`src/rtl/ra_64x72_2r1w_ctl_pkg.sv`:
```
// rtl/ra_64x72_2r1w_ctl_pkg.sv - shared widths and FSM encodings for the 64x72 2R1W array controller
package ra_64x72_2r1w_ctl_pkg;
    localparam int ADR_W = 6;
    localparam int DAT_W = 72;
    localparam int ROWS  = 64;
    // Client-id width sized for the largest legal NREQ (8).
    localparam int ID_W  = 3;

    typedef enum logic {
        RA_ST_INIT = 1'b0,
        RA_ST_RUN  = 1'b1
    } ra_state_t;
endpackage

```
`src/rtl/ra_rr_pick2.sv`:
```
// rtl/ra_rr_pick2.sv - combinational round-robin picker granting up to two requesters per cycle
module ra_rr_pick2
    import ra_64x72_2r1w_ctl_pkg::*;
#(
    parameter int NREQ = 3
) (
    input  logic [NREQ-1:0] req,
    input  logic [ID_W-1:0] ptr,
    output logic            gnt0_val,
    output logic [ID_W-1:0] gnt0_idx,
    output logic            gnt1_val,
    output logic [ID_W-1:0] gnt1_idx,
    output logic [ID_W-1:0] ptr_nxt
);
    logic [2*NREQ-1:0] req2;
    logic [2*NREQ-1:0] rot;
    logic [ID_W:0]     idx;
    logic [ID_W:0]     nxt;

    always_comb begin
        req2     = {req, req};
        // Rotating the doubled vector puts the ptr client at bit 0.
        rot      = req2 >> ptr;
        idx      = '0;
        nxt      = '0;
        gnt0_val = 1'b0;
        gnt0_idx = '0;
        gnt1_val = 1'b0;
        gnt1_idx = '0;
        ptr_nxt  = ptr;
        for (int k = 0; k < NREQ; k++) begin
            idx = {1'b0, ptr} + (ID_W+1)'(k);
            if (idx >= (ID_W+1)'(NREQ)) idx = idx - (ID_W+1)'(NREQ);
            if (rot[k]) begin
                if (!gnt0_val) begin
                    gnt0_val = 1'b1;
                    gnt0_idx = idx[ID_W-1:0];
                end else if (!gnt1_val) begin
                    gnt1_val = 1'b1;
                    gnt1_idx = idx[ID_W-1:0];
                end
            end
        end
        if (gnt0_val) begin
            nxt = {1'b0, (gnt1_val ? gnt1_idx : gnt0_idx)} + 1'b1;
            if (nxt == (ID_W+1)'(NREQ)) nxt = '0;
            ptr_nxt = nxt[ID_W-1:0];
        end
    end
endmodule

```
`src/rtl/ra_64x72_2r1w_ctl.sv`:
```
// rtl/ra_64x72_2r1w_ctl.sv - read arbiter, write pass-through and clear sequencer for the 64x72 2R1W array (option RA_WR_BYPASS_EN)
module ra_64x72_2r1w_ctl
    import ra_64x72_2r1w_ctl_pkg::*;
#(
    parameter int               NREQ     = 3,
    parameter int               RD_LAT   = 2,
    parameter logic [DAT_W-1:0] INIT_VAL = 72'h0
) (
    input  logic                    clk,
    input  logic                    reset,
    input  logic                    clear,
    output logic                    init_busy,
    input  logic [NREQ-1:0]         rq_val,
    input  logic [NREQ*ADR_W-1:0]   rq_adr,
    output logic [NREQ-1:0]         rq_rdy,
    output logic [NREQ-1:0]         rs_val,
    output logic [NREQ*DAT_W-1:0]   rs_dat,
    input  logic                    wr_val,
    input  logic [ADR_W-1:0]        wr_adr,
    input  logic [DAT_W-1:0]        wr_dat,
    output logic                    wr_rdy,
    output logic                    ra_rd_enb_0,
    output logic [ADR_W-1:0]        ra_rd_adr_0,
    input  logic [DAT_W-1:0]        ra_rd_dat_0,
    output logic                    ra_rd_enb_1,
    output logic [ADR_W-1:0]        ra_rd_adr_1,
    input  logic [DAT_W-1:0]        ra_rd_dat_1,
    output logic                    ra_wr_enb_0,
    output logic [ADR_W-1:0]        ra_wr_adr_0,
    output logic [DAT_W-1:0]        ra_wr_dat_0
);
    ra_state_t          state_q, state_d;
    logic [ADR_W-1:0]   clr_cnt_q, clr_cnt_d;
    logic [ID_W-1:0]    rr_ptr_q, rr_ptr_d, ptr_nxt;
    logic               g0_val, g1_val;
    logic [ID_W-1:0]    g0_idx, g1_idx;
    logic [1:0]         rd_enb;
    logic [ADR_W-1:0]   rd_adr [2];
    logic [ID_W-1:0]    rd_id  [2];
    logic [DAT_W-1:0]   ret_dat [2];
    logic [RD_LAT-1:0]  p_val  [2];
    logic [ID_W-1:0]    p_id   [2][RD_LAT];
    logic [NREQ*DAT_W-1:0] rs_dat_q;

    ra_rr_pick2 #(.NREQ(NREQ)) u_pick (
        .req      (rq_val),
        .ptr      (rr_ptr_q),
        .gnt0_val (g0_val),
        .gnt0_idx (g0_idx),
        .gnt1_val (g1_val),
        .gnt1_idx (g1_idx),
        .ptr_nxt  (ptr_nxt)
    );

    always_comb begin
        state_d     = state_q;
        clr_cnt_d   = clr_cnt_q;
        rr_ptr_d    = rr_ptr_q;
        init_busy   = 1'b0;
        wr_rdy      = 1'b0;
        rq_rdy      = '0;
        rd_enb      = '0;
        ra_wr_enb_0 = 1'b0;
        ra_wr_adr_0 = wr_adr;
        ra_wr_dat_0 = wr_dat;
        if (!reset) begin
            case (state_q)
                RA_ST_INIT: begin
                    init_busy   = 1'b1;
                    ra_wr_enb_0 = 1'b1;
                    ra_wr_adr_0 = clr_cnt_q;
                    ra_wr_dat_0 = INIT_VAL;
                    clr_cnt_d   = clr_cnt_q + 1'b1;
                    if (clr_cnt_q == ADR_W'(ROWS-1)) state_d = RA_ST_RUN;
                end
                RA_ST_RUN: begin
                    wr_rdy      = 1'b1;
                    ra_wr_enb_0 = wr_val;
                    rd_enb      = {g1_val, g0_val};
                    rr_ptr_d    = ptr_nxt;
                    for (int i = 0; i < NREQ; i++)
                        rq_rdy[i] = (g0_val && g0_idx == ID_W'(i)) || (g1_val && g1_idx == ID_W'(i));
                    // Grants made in the clear cycle are already on the array ports.
                    if (clear) begin
                        state_d   = RA_ST_INIT;
                        clr_cnt_d = '0;
                    end
                end
                default: state_d = RA_ST_INIT;
            endcase
        end
    end

    always_comb begin
        rd_adr[0] = rq_adr[ADR_W-1:0];
        rd_adr[1] = rq_adr[ADR_W-1:0];
        for (int i = 0; i < NREQ; i++) begin
            if (g0_idx == ID_W'(i)) rd_adr[0] = rq_adr[ADR_W*i +: ADR_W];
            if (g1_idx == ID_W'(i)) rd_adr[1] = rq_adr[ADR_W*i +: ADR_W];
        end
    end

    assign rd_id[0]    = g0_idx;
    assign rd_id[1]    = g1_idx;
    assign ra_rd_enb_0 = rd_enb[0];
    assign ra_rd_enb_1 = rd_enb[1];
    assign ra_rd_adr_0 = rd_adr[0];
    assign ra_rd_adr_1 = rd_adr[1];

    always_ff @(posedge clk) begin
        if (reset) begin
            state_q   <= RA_ST_INIT;
            clr_cnt_q <= '0;
            rr_ptr_q  <= '0;
        end else begin
            state_q   <= state_d;
            clr_cnt_q <= clr_cnt_d;
            rr_ptr_q  <= rr_ptr_d;
        end
    end

    // Response pipes track which client each port's read belongs to until the data lands.
    always_ff @(posedge clk) begin
        for (int p = 0; p < 2; p++) begin
            p_id[p][0] <= rd_id[p];
            for (int s = 1; s < RD_LAT; s++) p_id[p][s] <= p_id[p][s-1];
            if (reset) begin
                p_val[p] <= '0;
            end else begin
                p_val[p][0] <= rd_enb[p];
                for (int s = 1; s < RD_LAT; s++) p_val[p][s] <= p_val[p][s-1];
            end
        end
    end

`ifdef RA_WR_BYPASS_EN
    logic [1:0]        byp_hit;
    logic [RD_LAT-1:0] p_byp  [2];
    logic [DAT_W-1:0]  p_bdat [2][RD_LAT];

    always_comb begin
        for (int p = 0; p < 2; p++)
            byp_hit[p] = rd_enb[p] && ra_wr_enb_0 && (wr_adr == rd_adr[p]);
    end

    always_ff @(posedge clk) begin
        for (int p = 0; p < 2; p++) begin
            p_byp[p][0]  <= byp_hit[p];
            p_bdat[p][0] <= wr_dat;
            for (int s = 1; s < RD_LAT; s++) begin
                p_byp[p][s]  <= p_byp[p][s-1];
                p_bdat[p][s] <= p_bdat[p][s-1];
            end
        end
    end

    assign ret_dat[0] = p_byp[0][RD_LAT-1] ? p_bdat[0][RD_LAT-1] : ra_rd_dat_0;
    assign ret_dat[1] = p_byp[1][RD_LAT-1] ? p_bdat[1][RD_LAT-1] : ra_rd_dat_1;
`else
    assign ret_dat[0] = ra_rd_dat_0;
    assign ret_dat[1] = ra_rd_dat_1;
`endif

    always_comb begin
        rs_val = '0;
        rs_dat = rs_dat_q;
        for (int p = 0; p < 2; p++) begin
            if (p_val[p][RD_LAT-1]) begin
                for (int i = 0; i < NREQ; i++) begin
                    if (p_id[p][RD_LAT-1] == ID_W'(i)) begin
                        rs_val[i]                = 1'b1;
                        rs_dat[DAT_W*i +: DAT_W] = ret_dat[p];
                    end
                end
            end
        end
    end

    always_ff @(posedge clk) begin
        if (reset) rs_dat_q <= '0;
        else       rs_dat_q <= rs_dat;
    end
endmodule

```
`config.mk`:
```
export PLATFORM = sky130hd
export DESIGN_NAME = ra_64x72_2r1w_ctl
export DESIGN_NICKNAME = d
export VERILOG_FILES = /design/src/rtl/ra_64x72_2r1w_ctl_pkg.sv /design/src/rtl/ra_rr_pick2.sv /design/src/rtl/ra_64x72_2r1w_ctl.sv
export SDC_FILE = /design/constraint.sdc
export NUM_CORES = 1
export LEC_CHECK = 0
export BUFFER_PORTS_ARGS = -buffer_cell sky130_fd_sc_hd__buf_4
export CORE_AREA = 2 2 216 218
export CTS_CLUSTER_SIZE = 14
export DETAILED_ROUTE_END_ITERATION = 12
export DIE_AREA = 0 0 218 220
export SLEW_MARGIN = 0
export SYNTH_ARGS = -nofsm -noshare
export SYNTH_HDL_FRONTEND = slang
export SYNTH_SLANG_ARGS = --single-unit
```
`constraint.sdc`:
```
create_clock -name clk -period 3.3 [get_ports clk]
set_input_delay 0.33 -clock clk [delete_from_list [all_inputs] [get_ports clk]]
set_output_delay 0.33 -clock clk [all_outputs]
set_load 0.01 [all_outputs]
```
==> results by group, run 1 <==
Drt
  – Total wire length: 49410 um
  – First drt pass iteration count: 5
  – Via count of the routed design: approximately 13000
  – ANT nets after route: 0
  – First-iteration detailed-routing DRC count: approximately 540
  – Remaining DRCs: 0
  – Routed len/inst: between 15 and 20 um
  – Number of vias per cell: 4.734

Setup path
  – CP required: between 2 and 3 ns
  – Worst Setup End Kind: output port
  – Maximum cell stage delay along the critical path: between 0.3 and 0.4 ns
  – Worst flop-to-flop path startpoint: rr_ptr_q[1]
  – Worst path arrival time: approximately 3.0 ns
  – Worst setup slack for register-to-register paths: around 0.33 ns
  – Critical path fanouts, max: 5
  – CP Class: reg -> out
  – Max stage delay cell, worst path: sky130_fd_sc_hd__o22ai_1
  – Kind of launch point of the worst setup path: register
  – Ordered cell list for the critical path: buf_8 > clkbuf_16 > mux2i_1 > o22ai_1 > nor2_2 > o221ai_2 > buf_4 > o2111a_2 > mux2i_4 > a221o_1 > buf_4
  – Origin of the worst setup path: rr_ptr_q[0]
  – Worst path most repeated cell: sky130_fd_sc_hd__buf_4

Floorplanning
  – Total number of placement rows: between 70 and 80
  – Die footprint: roughly 0.048 mm2
  – Die Height: between 200 and 250 um
  – Boundary pin count: 564
  – Die Wd: between 200 and 250 um
  – Starting density of the core: roughly 28%
  – Core ar.: roughly 0.046 mm2

Logic synthesis
  – Count of flip-flops with a built-in enable after synthesis: 0
  – Synthesis Warnings: 0
  – Cell count after synthesis: between 1500 and 2000
  – Net count after synthesis: around 1800
  – Main flop type after synthesis: sky130_fd_sc_hd__dfxtp_1
  – Post-synthesis sequential area ratio: 37.88%
  – Synth Cell Area: roughly 0.013 mm2
  – Asr flop ratio synth: 0%
  – Netlist cell types: 70
  – Number of flip-flops and latches in the synthesized netlist: ~240
  – Mapped Avg Cell Area: 8.498 um2

Cells and area
  – Multi-input gate area in the final layout: ~0.0078 mm2
  – Register area: between 0.004 and 0.005 mm2
  – Fraction of final layout cells sized beyond drive strength 1: approximately 36%
  – Post-layout net count: roughly 2300
  – Final Instance Count excl. Fillers: roughly 2700
  – Layout Area Growth over Synthesis: 49.89%
  – Count of filler cells inserted in the layout: 4615

STA
  – Count of final hold-check violations: 0
  – Final setup skew: roughly 0.028 ns
  – Worst Max-Slew Pin Slew: 0.7962 ns
  – Final setup viols: 0
  – Fin Setup TNS: 0 ns
  – Worst slack on hold paths: ~0.057 ns
  – Max Clk Rate: roughly 300 MHz
  – Final critical-path share of the clock period: between 90% and 100%
  – Worst slew margin relative to its limit: between 40% and 50%
  – Max Slew Vio Count: 0
  – Unrepaired setup endpoints after global routing: true
  – Clock period minus final worst setup slack: 3.291 ns

Flow run
  – Number of max-cap violations: 0

Pwr
  – Net switching power: between 0.0015 and 0.002 W
  – Sequential share of power: around 43%
  – Proportion of total power due to net switching: approximately a quarter
  – Static leakage: between 7 and 8 nW
  – Maximum VDD drop: between 300 and 400 uV
  – Logic pwr share: 10.6%
  – P per Cell Area: ~360 mW/mm2
  – Clock Power Share: a little under half
  – Internal Power: roughly 0.0052 W

GRT
  – Maximum number of pins on one net before global-route repair: a little over 90
  – GRT Overall Usage: 18.89%
  – Wire length of the first global-routing pass: roughly 71000 um
  – Number of antenna violations at the first check in global routing: 5
  – Number of global-route vias before repair: about 12000
  – Gr ovfl total: 0

Clocking
  – Clk sink count: roughly 240
  – Total number of H-tree levels: 1
  – Clock-pin slew reported for the worst setup and hold paths after clock tree synthesis: about 0.060 ns
  – CTS buffer count: 29
  – Post-CTS Hold Fix Bufs: 0
  – CTS tree: built
  – Longest Clk Path Bufs: 3
  – Clock latency on the worst-skew pair: 0.55 ns
  – Cell at the root of the clock tree: sky130_fd_sc_hd__clkbuf_16

Placed design
  – Number of buffer cells added on primary ports: 563
  – Post-detailed-placement half-perimeter wirelength: approximately 35000 um
  – Global placer's final weighted congestion: 0.8896
  – Placed cell count: 2588

Hold path
  – HP Start: clear
  – Hold Path Class: in -> reg

Outcome
  – Outcome: finished, final reports clean
## area by class of cell
cell class                      count  share of cell area, %
Inverter                            9                 0.2284
Tap cell                          607                  3.962
Multi-Input combinational cell   1139                  40.46
Clock buffer                       40                  4.314
Antenna cell                        4                0.05221
Clock inverter                     10                 0.5613
Sequential cell                   242                  25.32
Timing Repair Buffer              612                  25.11
## synth_stat cells (3+ instances only)
| master | number | area share, % |
|---|---|---|
| sky130_fd_sc_hd__nor2b_1 | 292 | 14 |
| sky130_fd_sc_hd__dfxtp_1 | 242 | 38 |
| sky130_fd_sc_hd__nand2_1 | 236 | 6.9 |
| sky130_fd_sc_hd__mux2i_1 | 227 | 18 |
| sky130_fd_sc_hd__o21ai_0 | 220 | 8.6 |
| sky130_fd_sc_hd__clkbuf_1 | 81 | 2.4 |
| sky130_fd_sc_hd__buf_2 | 22 | 0.86 |
| sky130_fd_sc_hd__nor2_1 | 22 | 0.65 |
| sky130_fd_sc_hd__nand2b_1 | 13 | 0.64 |
| sky130_fd_sc_hd__a21oi_1 | 12 | 0.47 |
| sky130_fd_sc_hd__ha_1 | 10 | 0.98 |
| sky130_fd_sc_hd__and3_1 | 7 | 0.34 |
| sky130_fd_sc_hd__inv_1 | 7 | 0.21 |
| sky130_fd_sc_hd__o21ai_1 | 7 | 0.27 |
| sky130_fd_sc_hd__mux2_2 | 6 | 0.53 |
| sky130_fd_sc_hd__a221o_1 | 5 | 0.39 |
| sky130_fd_sc_hd__buf_1 | 5 | 0.15 |
| sky130_fd_sc_hd__buf_6 | 5 | 0.44 |
| sky130_fd_sc_hd__nand3_1 | 4 | 0.16 |
| sky130_fd_sc_hd__nor3b_1 | 4 | 0.23 |
| sky130_fd_sc_hd__o211ai_2 | 4 | 0.39 |
| sky130_fd_sc_hd__or2_2 | 4 | 0.20 |
| sky130_fd_sc_hd__a211oi_1 | 3 | 0.18 |
| sky130_fd_sc_hd__a31o_2 | 3 | 0.21 |
| sky130_fd_sc_hd__a31oi_1 | 3 | 0.15 |
| sky130_fd_sc_hd__nand3b_1 | 3 | 0.18 |
| sky130_fd_sc_hd__nor3_1 | 3 | 0.12 |
| sky130_fd_sc_hd__nor3b_2 | 3 | 0.29 |
| sky130_fd_sc_hd__o22ai_2 | 3 | 0.29 |
## kinds of logic (layout without fill, tap and decap cells)
logic type	count (synthesis)	after routing	share of synthesized area [%]
DFF	242	242	37.88
buffers and inverters	124	671	4.344
AOI/OAI and AO/OA	284	284	12.91
other	0	4	0
and+or+nand+nor	606	606	25.07
muxes	234	234	18.40
xor gates and xnor gates	4	4	0.3327
adders and majority gates	11	11	1.057
## power by group through the flow
stage / clock, W / sequential, W / combinational (W)
6_report: 0.00317 / 0.00294 / 0.000722
5_1_grt: 0.00340 / 0.00294 / 0.000770
4_1_cts: 0.00327 / 0.00294 / 0.000698
3_5_place_dp: 0 / 0.00301 / 0.000678
3_3_place_gp: 0 / 0.00301 / 0.000671
2_1_floorplan: 0 / 0.00300 / 0.000230
## through the flow
stage | power (W) | setup slack (ns) | cell area (um2) | utilization [%]
after detailed placement | 0.003683 | 0.2525 | 17640 | 38.46
after floorplan | 0.003230 | 0.4314 | 12790 | -
after CTS | 0.006912 | 0.009218 | 18800 | 40.98
final | 0.006833 | 0.009320 | 19170 | 41.80
after global routing | 0.007110 | -0.09962 | 19170 | 41.80
after global placement | 0.003676 | 0.3019 | 17640 | 38.46
## routing by layer
| metal | global-route usage, % | share of wire [%] | wire length [um] | vias up |
|---|---|---|---|---|
| li1 | - | - | - | 6160 |
| met1 | 22.01 | 39 | 19440 | 5900 |
| met2 | 32.98 | 50 | 24590 | 456 |
| met3 | 4.500 | 7.2 | 3574 | 90 |
| met4 | 8.095 | 3.6 | 1800 | 0 |
| met5 | 0 | 0 | 0 | - |
## worst paths after layout
check / endpoint / depth (start not counted)
worst max-delay path: ra_rd_adr_0[3] / 11
worst min-delay path: clr_cnt_q[1] / 3
worst max register to register: rr_ptr_q[1] / 12
worst min register to register: p_id[1][1] / 0
## cell usage in the layout (no fill, tap or decap), types with 3 or more instances in the layout
cell type and count:
sky130_fd_sc_hd__buf_4 591, sky130_fd_sc_hd__nor2b_1 292, sky130_fd_sc_hd__dfxtp_1 239, sky130_fd_sc_hd__nand2_1 232, sky130_fd_sc_hd__mux2i_1 225, sky130_fd_sc_hd__o21ai_0 219, sky130_fd_sc_hd__clkbuf_16 31, sky130_fd_sc_hd__nor2_1 18
sky130_fd_sc_hd__buf_12 12, sky130_fd_sc_hd__nand2b_1 10, sky130_fd_sc_hd__a21oi_1 7, sky130_fd_sc_hd__o21ai_1 7, sky130_fd_sc_hd__and3_1 7, sky130_fd_sc_hd__inv_1 6, sky130_fd_sc_hd__mux2_2 6, sky130_fd_sc_hd__ha_1 6
sky130_fd_sc_hd__clkbuf_8 6, sky130_fd_sc_hd__clkinv_2 6, sky130_fd_sc_hd__nand2_2 5, sky130_fd_sc_hd__a221o_1 5, sky130_fd_sc_hd__clkbuf_1 5, sky130_fd_sc_hd__buf_6 5, sky130_fd_sc_hd__diode_2 4, sky130_fd_sc_hd__nand2b_4 4
sky130_fd_sc_hd__a21oi_4 4, sky130_fd_sc_hd__nand3_1 4, sky130_fd_sc_hd__nor3b_4 4, sky130_fd_sc_hd__ha_4 4, sky130_fd_sc_hd__xnor2_2 3, sky130_fd_sc_hd__a31o_2 3, sky130_fd_sc_hd__nand3b_1 3, sky130_fd_sc_hd__o211ai_2 3
sky130_fd_sc_hd__nor2_2 3, sky130_fd_sc_hd__a21oi_2 3, sky130_fd_sc_hd__o22ai_4 3, sky130_fd_sc_hd__a31oi_1 3, sky130_fd_sc_hd__or2_2 3
## state kept, by name, summed over array words and instances, names as in the netlist
register   count
rs_dat_q     216
p_id          12
clr_cnt_q      6
p_val          4
rr_ptr_q       3
state_q        1
## what timing repair did
item                                    4_1_cts  5_1_grt
setup buffers                                11        7
endpoints found under the hold margin         0        0
resized for setup                            26       53
endpoints found under the setup margin       14       14
cloned                                        0        3
pin swaps                                    10       12
## worst max-delay path, delay by kind of cell (launching register included)
| family | cells | cell delay, ns |
|---|---|---|
| DFF | 1 | 0.36 |
| and+or+nand+nor | 1 | 0.11 |
| buffers and inverters | 4 | 0.62 |
| AOI/OAI and AO/OA | 4 | 1.11 |
| muxes | 2 | 0.21 |
No activity file was read; power rests on OpenSTA's default activity.
==> run 2: changes to the inputs <==
--- a/config.mk
+++ b/config.mk
@@ -6,10 +6,10 @@
 export NUM_CORES = 1
 export LEC_CHECK = 0
 export BUFFER_PORTS_ARGS = -buffer_cell sky130_fd_sc_hd__buf_4
-export CORE_AREA = 2 2 216 218
+export CORE_AREA = 2 2 221 223
 export CTS_CLUSTER_SIZE = 14
 export DETAILED_ROUTE_END_ITERATION = 12
-export DIE_AREA = 0 0 218 220
+export DIE_AREA = 0 0 223 225
 export SLEW_MARGIN = 0
 export SYNTH_ARGS = -nofsm -noshare
 export SYNTH_HDL_FRONTEND = slang
==> constraint.sdc (replaced) <==
create_clock -name clk -period 3.9 [get_ports clk]
set_input_delay 0.39 -clock clk [delete_from_list [all_inputs] [get_ports clk]]
set_output_delay 0.39 -clock clk [all_outputs]
set_load 0.01 [all_outputs]
==> run 2 against run 1 <==
Effect of this change:
- die area grew 4.6%
- clock skew shrank 0.020 ns
- setup slack gained 0.27 ns
- cell count is essentially flat
- power shrank 15%
- utilization shrank 2.7 points
- sequential share of layout area grew 0.78 points
- critical path depth shrank 3
==> results by group, run 2 (synthesis results as in run 1) <==
STA
  – Clock period minus final worst setup slack: about 3.6 ns
  – Worst slack on hold paths: 0.1354 ns (+0.07841 ns)
  – Worst slew margin relative to its limit: 36.80% (-10 points)
  – Fin Setup TNS: 0 ns (unchanged)
  – Max Clk Rate: 276.1 MHz
  – Worst Max-Slew Pin Slew: 0.9480 ns (+0.1518 ns)
  – Max Slew Vio Count: 0 (unchanged)
  – Count of final hold-check violations: 0 (unchanged)
  – Final setup skew: 0.007739 ns (-0.01990 ns)
  – Unrepaired setup endpoints after global routing: false
  – Final WS setup: 0.2786 ns (+0.2693 ns)
  – Final critical-path share of the clock period: ~93%
  – Final setup viols: 0 (unchanged)

Drt
  – Total wire length: 51580 um (+4.4%)
  – Number of vias per cell: 4.709 (-0.53%)
  – Remaining DRCs: 0 (unchanged)
  – ANT nets after route: 0 (unchanged)
  – Routed len/inst: 19.38 um (+4.4%)
  – Via count of the routed design: 12540 (-0.56%)
  – First-iteration detailed-routing DRC count: 704 (+31%)
  – First drt pass iteration count: 7 (+2)

Pwr
  – Maximum VDD drop: 291.9 uV (-25%)
  – Power Total: 0.005775 W (-15%)
  – P per Cell Area: 311.0 mW/mm2 (-13%)
  – Static leakage: 7.390 nW (-2.0%)

GRT
  – GR met1 Demand/Resource: 20.59% (-1.4 points)
  – Number of antenna violations at the first check in global routing: 18 (+13)
  – Met2 routing resource usage after global routing: 34.66% (+1.7 points)
  – Number of global-route vias before repair: 12250 (+0.57%)
  – GRT Overall Usage: 19.34% (+0.45 points)
  – Wire length of the first global-routing pass: 75080 um (+5.6%)
  – Maximum number of pins on one net before global-route repair: 96 (+4.3%)
  – Grt peak-use layer: met2
  – Met3 usage in global routing: 4.120% (-0.38 points)
  – Gr ovfl total: 0 (unchanged)

Clocking
  – Total number of H-tree levels: 1 (unchanged)
  – Clock-pin slew reported for the worst setup and hold paths after clock tree synthesis: 0.06 ns (about the same)
  – CTS tree: built
  – Clock latency on the worst-skew pair: 0.56 ns (about the same)
  – Longest Clk Path Bufs: 3 (unchanged)
  – CTS buffer count: 30 (+3.4%)
  – Cell at the root of the clock tree: sky130_fd_sc_hd__clkbuf_16
  – Clk sink count: 242 (unchanged)

Cells and area
  – Register area: 0.004846 mm2 (-0.15%)
  – Commonest non-fill, non-tap cell in the layout: sky130_fd_sc_hd__buf_4
  – Multi-input gate area in the final layout: 0.007430 mm2 (-4.2%)
  – Layout Area Growth over Synthesis: 45.19%
  – Final Instance Count excl. Fillers: 2662 (-0.038%)
  – Number of flip-flops in the largest register: 216 (unchanged)
  – Post-layout net count: 2266 (-1.0%)
  – Fraction of final layout cells sized beyond drive strength 1: 33.48% (-2.7 points)
  – Count of filler cells inserted in the layout: 4841 (+4.9%)
  – Commonest cells after routing, fill and taps aside: 580 x sky130_fd_sc_hd__buf_4, 292 x sky130_fd_sc_hd__nor2b_1, 241 x sky130_fd_sc_hd__dfxtp_1, 236 x sky130_fd_sc_hd__nand2_1, 227 x sky130_fd_sc_hd__mux2i_1
  – Largest registers ranked by flip-flop count: rs_dat_q: 216 flops, p_id: 12 flops, clr_cnt_q: 6 flops
  – Register bank with the most flops: rs_dat_q

Setup path
  – Max stage delay cell, worst path: sky130_fd_sc_hd__mux2i_1
  – WP buf/inv: 1 (-3)
  – Worst Setup End Kind: output port
  – CP Class: reg -> out
  – Stages on worst setup path: 8 (-3)
  – Ordered cell list for the critical path: ha_1 > ha_1 > mux2i_1 > o211ai_2 > a21oi_4 > mux2i_2 > a221o_1 > buf_4
  – Worst path most repeated cell: sky130_fd_sc_hd__ha_1
  – Kind of launch point of the worst setup path: register
  – Maximum cell stage delay along the critical path: 0.50 ns (+0.13 ns)
  – Critical path fanouts, max: 10 (+5)
  – Largest delay share family, worst path: compound AO/OA/AOI/OAI gates
  – Worst path arrival time: 3.23 ns (+0.27 ns)
  – CP required: 3.51 ns (+0.54 ns)
  – Path depth of the worst reg2reg path: 12 (unchanged)

Placed design
  – Global placer's final weighted congestion: 0.9303 (+4.6%)
  – Post-placement worst setup slack: 0.6722 ns (+0.4197 ns)
  – Placed cell count: 2592 (+0.15%)
  – Number of buffer cells added on primary ports: 563 (unchanged)
  – Post-detailed-placement half-perimeter wirelength: 37900 um (+9.8%)

Floorplanning
  – Die Height: 225 um (+2.3%)
  – Core ar.: 0.04755 mm2 (+3.7%)
  – Die Wd: 223 um (+2.3%)
  – Starting density of the core: 26.90% (-0.99 points)
  – Die footprint: 0.05018 mm2 (+4.6%)
  – Total number of placement rows: 80 (+1.3%)
  – Boundary pin count: 564 (unchanged)

Outcome
  – Outcome: finished, final reports clean

Hold path
  – Min-Delay Path Depth: 3 (unchanged)
  – Hold Path Class: in -> reg

Flow run
  – Number of max-cap violations: 0 (unchanged)
## run 2: cell count changes in the layout (fill, tap and decap cells not counted), sizes merged
cell / previous run / this run
diode: 4 / 16
clkbuf: 42 / 46
bufinv: 2 / 0
buf: 610 / 587
## run 2: area by class of cell
| cell class | count | area share (%) |
|---|---|---|
| clock buffers | 46 | 4.912 |
| well taps | 615 | 4.144 |
| flip-flops and latches | 242 | 26.10 |
| repair buffers | 587 | 24.16 |
| multi-input cells | 1139 | 40.01 |
| diodes | 16 | 0.2156 |
| inverters | 9 | 0.2089 |
| clock inverters | 8 | 0.2560 |
## run 2: worst min-delay path, cell delays in order
cell and delay, ns:
sky130_fd_sc_hd__buf_4 0.10, sky130_fd_sc_hd__nand3b_1 0.10, sky130_fd_sc_hd__a21oi_1 0.06
## run 2: through the flow
step / util, % / area (um2)
global route: 39.06 / 18570
CTS: 38.97 / 18530
global placement: 36.95 / 17570
floorplan: - / 12790
detailed placement: 36.95 / 17570
finish: 39.06 / 18570
## run 2: what timing repair did
| item | CTS | global route |
|---|---|---|
| endpoints found under the setup margin | 0 | 5 |
| hold endpoints to repair | 0 | 0 |
| gates resized for setup | 0 | 1 |
| setup buffers | 0 | 0 |
| hold buffers | 0 | 0 |
## run 2: routing by layer
layer,wire length [um],vias to the layer above
li1,-,6110
met1,19320,5843
met2,25750,475
met3,3288,107
met4,3226,0
met5,0,-
## run 2: final timing paths
kind	from	end	slack, ns
hold / removal	clear	clr_cnt_q[1]	0.14
setup / recovery	rr_ptr_q[0]	ra_rd_adr_0[2]	0.28
setup reg to reg	rr_ptr_q[0]	rr_ptr_q[1]	0.76
hold reg to reg	p_id[0][5]	p_id[0][2]	0.33
## run 2: power breakdown
part	switching, W	internal [W]
registers	0.00000861	0.00248
logic	0.000274	0.000302
clock network	0.00111	0.00160
==> run 3: changes to the inputs <==
--- a/config.mk
+++ b/config.mk
@@ -6,10 +6,13 @@
 export NUM_CORES = 1
 export LEC_CHECK = 0
 export BUFFER_PORTS_ARGS = -buffer_cell sky130_fd_sc_hd__buf_4
-export CORE_AREA = 2 2 221 223
+export CELL_PAD_IN_SITES_DETAIL_PLACEMENT = 0
+export CELL_PAD_IN_SITES_GLOBAL_PLACEMENT = 2
+export CORE_MARGIN = 2
+export CORE_UTILIZATION = 28
 export CTS_CLUSTER_SIZE = 14
 export DETAILED_ROUTE_END_ITERATION = 12
-export DIE_AREA = 0 0 223 225
+export PLACE_DENSITY_LB_ADDON = 0.1
 export SLEW_MARGIN = 0
 export SYNTH_ARGS = -nofsm -noshare
 export SYNTH_HDL_FRONTEND = slang
==> run 3 against run 2 <==
Effect of this change:
- sequential cell count unchanged
- final area up 0.19%
- sequential power about the same
- clock power up 6%
- hold slack better by 0.017 ns
- sequential share of layout area down 0.056 points
- critical path depth up 2
- largest cell class unchanged
- critical path type unchanged
==> results by group, run 3 (synthesis results as in run 1) <==
Floorplanning
  – Core ar.: 0.04519 mm2 (-5.0%)
  – Die Wd: 217.7 um (-2.4%)
  – Starting density of the core: 28.30% (+1.4 points)
  – Total number of placement rows: 78 (-2.5%)
  – Die footprint: 0.04740 mm2 (-5.5%)
  – Die Height: 217.7 um (-3.2%)
  – Boundary pin count: 564 (unchanged)

Hold path
  – Hold Path Class: in -> reg
  – HP Start: clear

Setup path
  – Max stage delay cell, worst path: sky130_fd_sc_hd__dfxtp_1
  – Ordered cell list for the critical path: buf_4 > inv_1 > ha_1 > xnor2_1 > o21bai_1 > o211ai_2 > a21oi_4 > mux2i_2 > a221o_1 > buf_4
  – Kind of launch point of the worst setup path: register
  – Worst path most repeated cell: sky130_fd_sc_hd__buf_4
  – Largest delay share family, worst path: compound AO/OA/AOI/OAI gates
  – CP Class: reg -> out
  – Origin of the worst setup path: rr_ptr_q[1]
  – CP required: 3.51 ns (about the same)
  – Worst path arrival time: 3.24 ns (about the same)
  – Maximum cell stage delay along the critical path: 0.33 ns (-0.17 ns)
  – WP buf/inv: 3 (+2)
  – Worst Setup End Kind: output port
  – Worst flop-to-flop path startpoint: rr_ptr_q[0]
  – Critical path fanouts, max: 21 (+11)
  – Worst setup slack for register-to-register paths: 0.71 ns (-0.05 ns)

STA
  – Count of final hold-check violations: 0 (unchanged)
  – Worst Max-Slew Pin Slew: 0.9629 ns (+0.01490 ns)
  – Max Slew Vio Count: 0 (unchanged)
  – Clock period minus final worst setup slack: 3.631 ns (+0.009599 ns)
  – Final critical-path share of the clock period: 93.10% (+0.25 points)
  – Worst slew margin relative to its limit: 35.81% (-0.99 points)
  – Final setup skew: 0.01307 ns (+0.005330 ns)
  – Max Clk Rate: 275.4 MHz (-0.26%)
  – Fin Setup TNS: 0 ns (unchanged)
  – Final setup viols: 0 (unchanged)
  – Unrepaired setup endpoints after global routing: false
  – Final WS setup: 0.2690 ns (-0.009599 ns)

GRT
  – Gr ovfl total: 0 (unchanged)
  – GRT Overall Usage: 21.57% (+2.2 points)
  – Maximum number of pins on one net before global-route repair: 166 (+73%)
  – Wire length of the first global-routing pass: 78240 um (+4.2%)
  – Number of antenna violations at the first check in global routing: 4 (-14)
  – Number of global-route vias before repair: 12040 (-1.7%)

Cells and area
  – Commonest cells after routing, fill and taps aside: 575 x sky130_fd_sc_hd__buf_4, 292 x sky130_fd_sc_hd__nor2b_1, 242 x sky130_fd_sc_hd__dfxtp_1, 236 x sky130_fd_sc_hd__nand2_1, 227 x sky130_fd_sc_hd__mux2i_1
  – Final Instance Count excl. Fillers: 2632 (-1.1%)
  – Fraction of final layout cells sized beyond drive strength 1: 33.28% (-0.20 points)
  – Layout Area Growth over Synthesis: 45.46%
  – Post-layout net count: 2265 (-0.044%)
  – Share of the core filled with cells: 41.17% (+2.1 points)
  – Commonest non-fill, non-tap cell in the layout: sky130_fd_sc_hd__buf_4
  – Register bank with the most flops: rs_dat_q
  – Largest registers ranked by flip-flop count: rs_dat_q: 216 flops, p_id: 12 flops, clr_cnt_q: 6 flops
  – Number of flip-flops in the largest register: 216 (unchanged)

Drt
  – Total wire length: 53330 um (+3.4%)
  – Via count of the routed design: 12240 (-2.3%)
  – First-iteration detailed-routing DRC count: 637 (-9.5%)
  – Number of vias per cell: 4.652 (-1.2%)
  – Routed len/inst: 20.26 um (+4.6%)
  – First drt pass iteration count: 5 (-2)
  – ANT nets after route: 0 (unchanged)
  – Remaining DRCs: 0 (unchanged)

Placed design
  – Number of buffer cells added on primary ports: 563 (unchanged)
  – Post-detailed-placement half-perimeter wirelength: 37800 um (-0.27%)
  – Post-placement worst setup slack: 0.7601 ns (+0.08791 ns)
  – Global placer's final weighted congestion: 0.8471 (-8.9%)
  – Placed cell count: 2576 (-0.62%)

Clocking
  – Post-CTS Hold Fix Bufs: 0 (unchanged)
  – CTS buffer count: 30 (unchanged)
  – Clk sink count: 242 (unchanged)
  – CTS tree: built
  – Longest Clk Path Bufs: 3 (unchanged)
  – # resized after CTS: 0 (unchanged)
  – Clock latency on the worst-skew pair: 0.56 ns (about the same)
  – Setup repair bufs after CTS: 0 (unchanged)
  – Total number of H-tree levels: 1 (unchanged)
  – Cell at the root of the clock tree: sky130_fd_sc_hd__clkbuf_16
  – Clock-pin slew reported for the worst setup and hold paths after clock tree synthesis: 0.06 ns (about the same)

Outcome
  – Outcome: finished, final reports clean

Flow run
  – Number of max-cap violations: 0 (unchanged)

Pwr
  – Maximum VDD drop: 324.4 uV (+11%)
  – Static leakage: 7.407 nW (+0.23%)
  – P per Cell Area: 318.8 mW/mm2 (+2.5%)
-- run 3: changes by cell type in the layout (fill, tap and decap cells not counted), moves of 2 or more --
cell | previous run | this run
sky130_fd_sc_hd__diode_2 | 16 | 4
sky130_fd_sc_hd__bufinv_16 | 0 | 2
sky130_fd_sc_hd__inv_6 | 2 | 0
sky130_fd_sc_hd__buf_4 | 580 | 575
sky130_fd_sc_hd__clkinv_2 | 6 | 1
sky130_fd_sc_hd__buf_12 | 6 | 10
-- run 3: worst min-delay path, delay by kind of cell --
family	cells	cell delay [ns]
compound gates	1	0.06
buf+inv	1	0.11
simple gates	1	0.10
-- run 3: power breakdown --
group / internal [W] / switching, W / total, W
clock: 0.00174 / 0.00112 / 0.00286
sequential: 0.00248 / 0.0000112 / 0.00249
combinational: 0.000303 / 0.000274 / 0.000577
total: 0.00452 / 0.00141 / 0.00593
-- run 3: final cells by class --
type                       count  area (um2)
clock inverter                 4       72.57
timing repair buffer         586        4528
multi-input combinational   1139        7430
inverter                       9       38.79
antenna                        4       10.01
sequential                   242        4845
tap                          600       750.7
clock buffer                  48       929.6
fill                        4654       26580
-- run 3: final timing paths --
| path | endpoint | depth (start not counted) |
|---|---|---|
| hold reg to reg | p_id[1][2] | 0 |
| setup / recovery | ra_rd_adr_0[2] | 10 |
| hold / removal | clr_cnt_q[1] | 3 |
| setup reg to reg | rr_ptr_q[1] | 12 |
-- run 3: layer usage --
| metal | GRT usage [%] | part of all wire (%) | up-vias |
|---|---|---|---|
| li1 | - | - | 6082 |
| met1 | 26.68 | 41 | 5704 |
| met2 | 37.09 | 49 | 394 |
| met3 | 5.216 | 7.2 | 64 |
| met4 | 6.119 | 2.5 | 0 |
| met5 | 0 | 0 | - |
-- run 3: per-stage QoR --
stage | hold WS [ns] | area, um2 | power, W
finish | 0.1527 | 18600 | 0.005932
global placement | 0.3648 | 17590 | 0.003127
detailed placement | 0.3679 | 17590 | 0.003127
CTS | 0.1255 | 18590 | 0.006030
global route | 0.1556 | 18600 | 0.006176
floorplan | 0.3096 | 12790 | 0.002733
